### src/rtl/alu_issue_queue.sv
// alu_issue_queue: buffered command front-end for the combinational ALU stage.
// Commands (x, y, sel) are queued in a DEPTH-entry FIFO; the head entry drives
// the ALU inputs and the ALU result is captured in a handshaked result register.
// Optional feature macro: ALU_ISSUE_DZ_TRAP_EN enables the divide/modulo-by-zero
// trap (result forced to all ones, res_dz raised). Undefined: result passes through.
module alu_issue_queue #(
    parameter int N     = 4,
    parameter int DEPTH = 4
) (
    input  logic                       clk,
    input  logic                       rst,
    input  logic                       in_valid,
    output logic                       in_ready,
    input  logic [N-1:0]               in_x,
    input  logic [N-1:0]               in_y,
    input  logic [2:0]                 in_sel,
    output logic [N-1:0]               alu_x,
    output logic [N-1:0]               alu_y,
    output logic [2:0]                 alu_sel,
    input  logic [2*N-1:0]             alu_out,
    output logic                       res_valid,
    input  logic                       res_ready,
    output logic [2*N-1:0]             res_data,
    output logic [2:0]                 res_sel,
    output logic                       res_dz,
    output logic [$clog2(DEPTH+1)-1:0] count
);

    localparam int PW = $clog2(DEPTH);
    localparam int CW = $clog2(DEPTH+1);

    logic [N-1:0]  mem_x   [DEPTH];
    logic [N-1:0]  mem_y   [DEPTH];
    logic [2:0]    mem_sel [DEPTH];
    logic [PW-1:0] wr_ptr;
    logic [PW-1:0] rd_ptr;

    logic not_empty;
    logic push;
    logic load;
    logic dz_hit;

    assign not_empty = (count != '0);
    assign in_ready  = (count < CW'(DEPTH));
    assign push      = in_valid && in_ready;
    assign load      = not_empty && (!res_valid || res_ready);

    // Head entry drives the ALU; outputs read zero while the queue is empty.
    always_comb begin
        alu_x   = '0;
        alu_y   = '0;
        alu_sel = '0;
        if (not_empty) begin
            alu_x   = mem_x[rd_ptr];
            alu_y   = mem_y[rd_ptr];
            alu_sel = mem_sel[rd_ptr];
        end
    end

`ifdef ALU_ISSUE_DZ_TRAP_EN
    // Division and modulo with a zero divisor have no defined result.
    assign dz_hit = ((alu_sel == 3'b011) || (alu_sel == 3'b101)) && (alu_y == '0);
`else
    assign dz_hit = 1'b0;
`endif

    // FIFO storage write; contents are don't-care until counted as occupied.
    always_ff @(posedge clk) begin
        if (push) begin
            mem_x[wr_ptr]   <= in_x;
            mem_y[wr_ptr]   <= in_y;
            mem_sel[wr_ptr] <= in_sel;
        end
    end

    // Pointers and occupancy; full/empty come from count only.
    always_ff @(posedge clk) begin
        if (rst) begin
            wr_ptr <= '0;
            rd_ptr <= '0;
            count  <= '0;
        end else begin
            if (push)
                wr_ptr <= wr_ptr + PW'(1);
            if (load)
                rd_ptr <= rd_ptr + PW'(1);
            if (push && !load)
                count <= count + CW'(1);
            else if (load && !push)
                count <= count - CW'(1);
        end
    end

    // Result register: load from the ALU, otherwise hold until accepted.
    always_ff @(posedge clk) begin
        if (rst) begin
            res_valid <= 1'b0;
            res_data  <= '0;
            res_sel   <= '0;
            res_dz    <= 1'b0;
        end else if (load) begin
            res_valid <= 1'b1;
            res_data  <= dz_hit ? {(2*N){1'b1}} : alu_out;
            res_sel   <= alu_sel;
            res_dz    <= dz_hit;
        end else if (res_valid && res_ready) begin
            res_valid <= 1'b0;
        end
    end

endmodule

### config.mk
export PLATFORM = sky130hd
export DESIGN_NAME = alu_issue_queue
export DESIGN_NICKNAME = d
export VERILOG_FILES = /design/src/rtl/alu_issue_queue.sv
export SDC_FILE = /design/constraint.sdc
export NUM_CORES = 1
export LEC_CHECK = 0
export ABC_CLOCK_PERIOD_IN_PS = 3600
export CORE_MARGIN = 2
export CORE_UTILIZATION = 40
export DETAILED_ROUTE_END_ITERATION = 10
export GPL_ROUTABILITY_DRIVEN = 0
export GPL_TIMING_DRIVEN = 0
export PLACE_DENSITY = 0.67
export RECOVER_POWER = 50
export SYNTH_ARGS = -nofsm -noshare
export SYNTH_HDL_FRONTEND = slang
export SYNTH_SLANG_ARGS = --single-unit
### constraint.sdc
create_clock -name clk -period 3.6 [get_ports clk]
set_input_delay 1.08 -clock clk [delete_from_list [all_inputs] [get_ports clk]]
set_output_delay 1.08 -clock clk [all_outputs]
set_load 0.02 [all_outputs]
==> results of run 1 <==
cell usage after synthesis:
library cell	count
nor2_1	5
and2_1	15
dfxtp_1	21
fa_1	1
nor3_2	1
mux2i_1	2
inv_1	4
or3_1	3
xor2_1	2
ha_1	5
o21ai_0	13
clkbuf_1	3
edfxtp_1	44
buf_6	4
buf_4	1
mux4_2	10
conb_1	1
nand2_1	1
mux2_1	1
xnor2_1	1
buf_2	4
nand2b_1	1
nand3_2	1
mux4_1	1
nor2b_1	2
a21oi_1	15
nand3_1	11
and2b_1	1
flip-flops by register name, summed over array words and instances, names as in the netlist, named ones only:
name,flops
mem_sel,12
mem_x,16
rd_ptr,2
mem_y,16
count,3
res_valid,1
res_data,8
wr_ptr,2
res_sel,3
tightest hold or removal path: stages, from the launching register on:
cell and delay (ps):
dfxtp_1 310, o21ai_0 60, a21oi_1 60
power by group through the flow:
stage | clock [mW] | combinational [mW] | sequential (mW)
floorplan | 0 | 0.614 | 1.06
global placement | 0 | 1.07 | 1.00
detailed placement | 0 | 1.07 | 1.01
CTS | 0.586 | 1.08 | 0.993
global route | 0.618 | 1.14 | 1.01
finish | 0.569 | 1.05 | 0.990
worst max-delay path by stage:
stage                     slack [ps]      start  cells past startpoint         end
after floorplan                  870  res_ready                      9    count[2]
after global placement           310  res_ready                     10    count[2]
after detailed placement         290  res_ready                     10    count[2]
after CTS                        340  flip-flop                      4  alu_sel[0]
after global routing             230  res_ready                     10    count[2]
final                            370  flip-flop                      4  alu_sel[0]
metal layers:
layer	share of wire, %	track usage (%)
met2	48	22.0
met3	4.3	4.28
met4	2.3	7.50
met5	0	0
met1	45	20.1
area by class of cell:
cell class | count | area [um^2] | share of cell area (%)
Sequential cell | 65 | 1740 | 51.6
Multi-Input combinational cell | 93 | 767 | 22.7
Timing Repair Buffer | 49 | 490 | 14.5
Clock buffer | 12 | 135 | 4.01
Tap cell | 77 | 96.3 | 2.86
Buffer | 12 | 82.6 | 2.45
Clock inverter | 4 | 45.0 | 1.34
Inverter | 4 | 15.0 | 0.445
cells by family after synthesis:
group | count (synthesis) | synth area share (%)
fa+ha+maj | 6 | 3.16
compound gates | 28 | 5.36
other cells | 1 | 0.144
buf+inv | 16 | 3.78
xor+xnor | 3 | 1.01
mux | 14 | 10.8
simple gates | 41 | 9.05
flops | 65 | 66.7
==> metrics.txt, run 1 <==
status finished, final reports clean; HP Start res_sel[0]; clock period minus worst slack 3230 ps; PortBufs 49; worst vdd ir 0.300 mV; most common cell after layout, fill and taps aside edfxtp_1; Synth cell types 28; top-area cell type share of the netlist area 50.6%; CTS resizes 0; Largest stage delay, worst path 560 ps; total track usage 14.8%; sequential share of power 38.0%; CP Launch Type flip-flop; CP Data Required Time 2520 ps; deepest clock path buffer count 2; Setup CP Type reg2out; die area 7190 um^2; dpl cells 300; Crit-path slowest cell clkdlybuf4s50_1; Leak 1.20 nW; most frequent cells in the layout 44 x edfxtp_1, 29 x clkdlybuf4s50_1, 21 x dfxtp_1; area grow syn2layout 29.1%; CTS tree done; finished layout cell area 3370 um^2; WHS Path Cells 2; hold path endpoint res_sel[0]; Cell Pwr Density 774 nW/um^2; DRC Markers 0; global route overflow 0; internal cell power 1.76 mW; vias per cell 4.95; later-pin clock latency in the skew report 330 ps; clock buffer count from CTS 9; initial antenna violation count 0; final hold slack 477 ps; Comb pwr share 40.2%; Max-Cap Viols 0; Root Buffer clkbuf_8; Max Clock Freq 0.309 GHz; Ports 51; die height 84.8 um; switch share 32.5%; Initial Util 41.1%; Worst Reg-to-Reg Cells 10; HP Class reg2reg; top cell family by delay on the critical path buffers and inverters; final setup vio count 0; fillers 523; Setup TNS 0 ps; element type at the critical path end output port; Seq cells post-synth 65; Pins Over Slew Limit 0; post-route clock period utilization 89.8%; Iter 0 DRT Violations 103; Slew Limit Headroom 60.8%; Cells after Synth 174; Post-CTS Repair Setup Buffers 0; Area contributors post-synth edfxtp_1 51%, dfxtp_1 16%, mux4_2 8.6%, and2_1 3.6%, a21oi_1 2.9%; Fin. Hold Viols 0; dpl ws 288 ps; RSZ-0062 raised after global routing false; Tot Pwr 2.61 mW; area of the core 6350 um^2; final worst setup slack 367 ps; final core utilization 53.1%; CP Data Arrival Time 2150 ps; reg-to-reg endpoint count[2]; Worst-Margin Slew 587 ps; final wirelength 4850 um; htree depth 3; Worst Clk Skew 6.99 ps; antenna cells 0; yosys warns 0; DRT Pass-1 Iters 4; Synth Net Count 203; remaining antenna violation count 0; WL per Instance 15.3 um; pin count of the biggest net entering global routing 12; Layout Cells excl Fill 316; post-synthesis sequential area ratio 66.7%; Yosys top cell by area edfxtp_1; FP Rows 29; placed inst area 3200 um^2; Die Wd 84.8 um; synthesized area 2610 um^2; R2R setup slack 1200 ps; Post-CTS Hold Fix Bufs 0; clock slew at the register clock pins of the worst setup and hold paths 60 ps; syn_area_per_cell 15.0 um^2; Sink Count 65; nets 263; Bufs and invs on worst path 2; NetSw 0.847 mW; critical-path maximum fanout 10; vias in the first global route 1542; Final HPWL DP 3250 um; reg2reg start count[2]; vias 1565; first-pass GRT wire length 7940 um; share of layout cells above drive strength 1 13.4%; Critical Path, Cell by Cell buf_6 > mux4_2 > and2_1 > clkdlybuf4s50_1; clock share of power 21.8%
(Power assumes the default switching activity.)
==> run 2, diff against run 1 <==
--- a/config.mk
+++ b/config.mk
@@ -5,14 +5,16 @@
 export SDC_FILE = /design/constraint.sdc
 export NUM_CORES = 1
 export LEC_CHECK = 0
-export ABC_CLOCK_PERIOD_IN_PS = 3600
+export ABC_CLOCK_PERIOD_IN_PS = 3650
 export CORE_MARGIN = 2
 export CORE_UTILIZATION = 40
+export CTS_BUF_LIST = sky130_fd_sc_hd__clkbuf_8
 export DETAILED_ROUTE_END_ITERATION = 10
 export GPL_ROUTABILITY_DRIVEN = 0
 export GPL_TIMING_DRIVEN = 0
 export PLACE_DENSITY = 0.67
 export RECOVER_POWER = 50
+export SLEW_MARGIN = 15
 export SYNTH_ARGS = -nofsm -noshare
 export SYNTH_HDL_FRONTEND = slang
 export SYNTH_SLANG_ARGS = --single-unit
==> constraint.sdc (replaced) <==
create_clock -name clk -period 3.65 [get_ports clk]
set_input_delay 1.095 -clock clk [delete_from_list [all_inputs] [get_ports clk]]
set_output_delay 1.095 -clock clk [all_outputs]
set_load 0.02 [all_outputs]
==> run 2 against run 1 <==
  * Highest routed layer unchanged
  * Hold slack barely moved
  * Clock skew is essentially flat
  * Clock-buffer cell count is 3 lower
  * Sequential power is 1% lower
  * Clock power shrank 2%
  * Routed wire length up 0.14%
  * First-iteration DRC count is 1.9% higher
  * Largest cell class unchanged
==> metrics.txt, run 2 (synthesis gave the netlist of run 1 again) <==
status finished, final reports clean; Tot Pwr 2.57 mW (-1.6%); Pins Over Slew Limit 0 (unchanged); Ports 51 (unchanged); vias per cell 5.00 (+0.96%); deepest clock path buffer count 2 (unchanged); Final HPWL DP 3250 um (unchanged); FP Rows 29 (unchanged); Iter 0 DRT Violations 105 (+1.9%); vias in the first global route 1542 (unchanged); nets 263 (unchanged); Setup CP Type reg2out; fillers 523 (unchanged); total track usage 14.8% (unchanged); biggest regs mem_x: 16 flops, mem_y: 16 flops, mem_sel: 12 flops; CP Launch Type flip-flop; worst vdd ir 0.296 mV (-1.5%); RSZ-0062 raised after global routing false; post-route clock period utilization 88.9%; htree depth 3 (unchanged); PortBufs 49 (unchanged); Worst-Margin Slew 595 ps (+7.06 ps); area grow syn2layout 29.1% (unchanged); critical-path maximum fanout 10 (unchanged); die height 84.8 um (unchanged); remaining antenna violation count 0 (unchanged); Initial Util 41.1% (unchanged); pin count of the biggest net entering global routing 12 (unchanged); global route overflow 0 (unchanged); most common cell after layout, fill and taps aside edfxtp_1; Die Wd 84.8 um (unchanged); WHS Path Cells 2 (unchanged); dpl ws 323 ps (+35.0 ps); Setup TNS 0 ps (unchanged); Slew Limit Headroom 60.4% (-0.47 points); first-pass GRT wire length 7940 um (unchanged); CTS tree done; Root Buffer clkbuf_8; Post-CTS Hold Fix Bufs 0 (unchanged); final worst setup slack 404 ps (+37.2 ps); HP Class reg2reg; reg-to-reg endpoint count[2]; final wirelength 4860 um (+0.14%); clock slew at the register clock pins of the worst setup and hold paths 60 ps (about the same); Worst Clk Skew 7.00 ps (+0.00819 ps); CTS resizes 0 (unchanged); clock buffer count from CTS 9 (unchanged); initial antenna violation count 0 (unchanged); R2R setup slack 1250 ps (+50 ps); Leak 1.21 nW (+1.0%); HP Start res_sel[0]; reg2reg start count[2]; vias 1580 (+0.96%); Fin. Hold Viols 0 (unchanged); Worst Reg-to-Reg Cells 10 (unchanged); later-pin clock latency in the skew report 330 ps (about the same); DRC Markers 0 (unchanged); element type at the critical path end output port; WL per Instance 15.4 um (+0.14%); final hold slack 477 ps (+0.134 ps); Max-Cap Viols 0 (unchanged); die area 7190 um^2 (unchanged); share of layout cells above drive strength 1 13.4% (unchanged); final setup vio count 0 (unchanged); hold path endpoint res_sel[0]; Sink Count 65 (unchanged); clock period minus worst slack 3250 ps; CP Data Required Time 2550 ps (+30 ps); Cell Pwr Density 761 nW/um^2 (-1.6%); CP Data Arrival Time 2150 ps (about the same); Max Clock Freq 0.308 GHz; most frequent cells in the layout 44 x edfxtp_1, 29 x clkdlybuf4s50_1, 21 x dfxtp_1; DRT Pass-1 Iters 4 (unchanged); antenna cells 0 (unchanged); area of the core 6350 um^2 (unchanged); Post-CTS Repair Setup Buffers 0 (unchanged)
run 2: cell count changes in the layout (fill, tap and decap cells not counted), sizes merged:
cell    previous run  this run
inv                4         7
clkbuf            16        13
run 2: layer usage:
metal,share of wire [%],vias up,global-route usage (%)
met2,49,48,22.0
met4,2.4,0,7.50
li1,-,764,-
met5,0,-,0
met1,43,757,20.1
met3,5.9,11,4.28
run 2: critical path: stages (launching register included):
cell             delay (ps)
dfxtp_1                 360
buf_6                   210
mux4_2                  520
and2_1                  170
clkdlybuf4s50_1         560
run 2: power by group:
| part | leakage [nW] | switching [mW] | internal [mW] |
|---|---|---|---|
| clock network | 0.107 | 0.251 | 0.304 |
| registers | 0.576 | 0.0640 | 0.913 |
| logic | 0.529 | 0.523 | 0.512 |
run 2: worst max-delay path by stage:
stage / startpoint / endpoint / slack (ps) / cells after the start
global placement: res_ready / count[2] / 340 / 10
global route: res_ready / count[2] / 270 / 10
CTS: flip-flop / alu_sel[0] / 380 / 4
finish: flip-flop / alu_sel[0] / 400 / 4
floorplan: res_ready / count[2] / 900 / 9
detailed placement: res_ready / count[2] / 320 / 10
run 2: per-stage QoR:
stage	std cells	cell area (um^2)	util [%]
after floorplan	174	2610	-
after global placement	300	3200	50.4
after detailed placement	300	3200	50.4
after CTS	316	3380	53.2
after global routing	316	3370	53.1
final	316	3370	53.1
run 2: area by class of cell:
class / instances / area [um^2] / share of cell area, %
Multi-Input combinational cell: 93 / 767 / 22.7
Timing Repair Buffer: 49 / 490 / 14.5
Clock inverter: 7 / 56.3 / 1.67
Tap cell: 77 / 96.3 / 2.86
Inverter: 4 / 15.0 / 0.445
Buffer: 12 / 82.6 / 2.45
Sequential cell: 65 / 1740 / 51.6
Clock buffer: 9 / 124 / 3.67
==> run 3, diff against run 2 <==
--- a/config.mk
+++ b/config.mk
@@ -9,11 +9,13 @@
 export CORE_MARGIN = 2
 export CORE_UTILIZATION = 40
 export CTS_BUF_LIST = sky130_fd_sc_hd__clkbuf_8
+export CTS_CLUSTER_DIAMETER = 120
 export DETAILED_ROUTE_END_ITERATION = 10
 export GPL_ROUTABILITY_DRIVEN = 0
 export GPL_TIMING_DRIVEN = 0
 export PLACE_DENSITY = 0.67
 export RECOVER_POWER = 50
+export REMOVE_ABC_BUFFERS = 1
 export SLEW_MARGIN = 15
 export SYNTH_ARGS = -nofsm -noshare
 export SYNTH_HDL_FRONTEND = slang
==> run 3 against run 2 <==
  * Clock skew is 1.3 ps higher
  * Sequential share of layout area up 0.93 points
  * Clock-buffer cell count up 2
  * Register-to-register slack got worse by 190 ps
  * Global-route usage down 0.71 points
  * Via count fell by 1.5%
  * Critical path depth shrank 1
  * Largest power group is now registers
  * Highest routed layer unchanged
==> metrics.txt, run 3 (synthesis gave the netlist of run 1 again) <==
Largest stage delay, worst path 680 ps (+120 ps); Crit. Startpoint count[0]; vias per cell 5.12 (+2.4%); vias 1556 (-1.5%); CP Launch Type flip-flop; Final HPWL DP 3030 um (-7.0%); Ports 51 (unchanged); dpl cells 288 (-4.0%); Slew Limit Headroom 46.4% (-14 points); antenna cells 0 (unchanged); most common cell after layout, fill and taps aside edfxtp_1; Bufs and invs on worst path 1 (-1); element type at the critical path end output port; final core utilization 52.2% (-0.91 points); share of layout cells above drive strength 1 11.9% (-1.5 points); CP Data Arrival Time 2320 ps (+170 ps); die area 7190 um^2 (unchanged); Layout Cells excl Fill 304 (-3.8%); area grow syn2layout 26.9%; clock buffer count from CTS 9 (unchanged); clock share of power 23.7% (+2.1 points); Pins Over Slew Limit 0 (unchanged); top cell family by delay on the critical path simple AND/OR/NAND/NOR gates; Comb pwr share 35.9% (-4.4 points); DRC Markers 0 (unchanged); FP Rows 29 (unchanged); PortBufs 49 (unchanged); deepest clock path buffer count 2 (unchanged); worst vdd ir 0.345 mV (+17%); Initial Util 41.1% (unchanged); Die Wd 84.8 um (unchanged); RSZ-0062 raised after global routing false; global route overflow 0 (unchanged); post-route clock period utilization 93.6% (+4.7 points); area of the core 6350 um^2 (unchanged); total track usage 14.1% (-0.71 points); Iter 0 DRT Violations 130 (+24%); placed inst area 3120 um^2 (-2.6%); remaining antenna violation count 0 (unchanged); critical-path maximum fanout 24 (+14); Sink Count 65 (unchanged); Fin. Hold Viols 0 (unchanged); vias in the first global route 1588 (+3.0%); final wirelength 4650 um (-4.2%); NetSw 0.811 mW (-3.2%); initial antenna violation count 0 (unchanged); Leak 1.17 nW (-3.2%); fillers 546 (+4.4%); clock slew at the register clock pins of the worst setup and hold paths 70 ps (about the same); Max-Cap Viols 0 (unchanged); Worst-Margin Slew 804 ps (+210 ps); biggest regs mem_x: 16 flops, mem_y: 16 flops, mem_sel: 12 flops; first-pass GRT wire length 7650 um (-3.7%); Setup CP Type reg2out; switch share 32.2% (-0.48 points); Max Clock Freq 0.293 GHz (-5.0%); later-pin clock latency in the skew report 330 ps (about the same); clock period minus worst slack 3420 ps (+170 ps); Cell Pwr Density 760 nW/um^2 (about the same); nets 251 (-4.6%); cell depth of the worst setup path 3 (-1); pin count of the biggest net entering global routing 25 (+13); HP Start res_data[0]; Root Buffer clkbuf_8; final setup vio count 0 (unchanged); Tot Pwr 2.52 mW (-1.8%); DRT Pass-1 Iters 4 (unchanged); FF+latch area 1740 um^2 (about the same); WHS Path Cells 2 (unchanged); Crit-path slowest cell or3_1; WL per Instance 15.3 um (-0.40%); die height 84.8 um (unchanged); CTS tree done; HP Class reg2reg; sequential share of power 40.3% (+2.2 points); Multi-input gate area 772 um^2 (+0.65%); Worst Clk Skew 8.31 ps (+1.31 ps); htree depth 3 (unchanged); status finished, final reports clean; Critical Path, Cell by Cell or3_1 > and2_1 > clkdlybuf4s50_1; internal cell power 1.71 mW (-1.1%); most frequent cells in the layout 44 x edfxtp_1, 28 x clkdlybuf4s50_1, 21 x dlygate4sd3_1; Setup TNS 0 ps (unchanged); reg2reg start count[2]; Worst Reg-to-Reg Cells 8 (-2); finished layout cell area 3320 um^2 (-1.7%); CP Data Required Time 2550 ps (about the same)
-- run 3: layer usage --
metal / vias up / GRT usage (%) / share of wire (%)
met2: 38 / 23.0 / 53
met3: 6 / 3.89 / 4.2
li1: 733 / - / -
met5: - / 0 / 0
met1: 779 / 17.0 / 41
met4: 0 / 7.94 / 1.9
-- run 3: final timing paths --
check	to	slack [ps]
max	alu_sel[2]	230
min	res_data[0]	480
max reg2reg	count[2]	1060
min reg2reg	res_data[0]	480
-- run 3: timing repair --
action | in CTS | in global routing
resized for setup | 1 | 0
hold buffers | 0 | 0
setup endpoints to repair | 1 | 0
hold endpoints to repair | 0 | 0
buffers inserted | 0 | 0
-- run 3: layout make-up --
cell class / instances / area share (%)
Clock buffer: 11 / 4.57
Tap cell: 77 / 2.91
Sequential cell: 65 / 52.6
Clock inverter: 5 / 1.43
Inverter: 4 / 0.453
Multi-Input combinational cell: 93 / 23.3
Timing Repair Buffer: 49 / 14.8
-- run 3: power groups by stage --
stage	logic (mW)	registers, mW	clock network [mW]
after floorplan	0.500	1.07	0
after global placement	0.916	1.04	0
after detailed placement	0.929	1.04	0
after CTS	0.930	1.02	0.612
after global routing	0.997	1.04	0.641
final	0.906	1.02	0.598
-- run 3: worst min-delay path, cell delays in order (launching register included) --
cell,delay [ps]
dfxtp_1,310
o21ai_0,60
a21oi_1,60
-- run 3: through the flow --
| stage | hold WS [ps] | worst slack [ps] |
|---|---|---|
| 2_1_floorplan | 499 | 908 |
| 3_3_place_gp | 462 | 256 |
| 3_5_place_dp | 469 | 220 |
| 4_1_cts | 478 | 186 |
| 5_1_grt | 504 | 76.5 |
| 6_report | 478 | 234 |
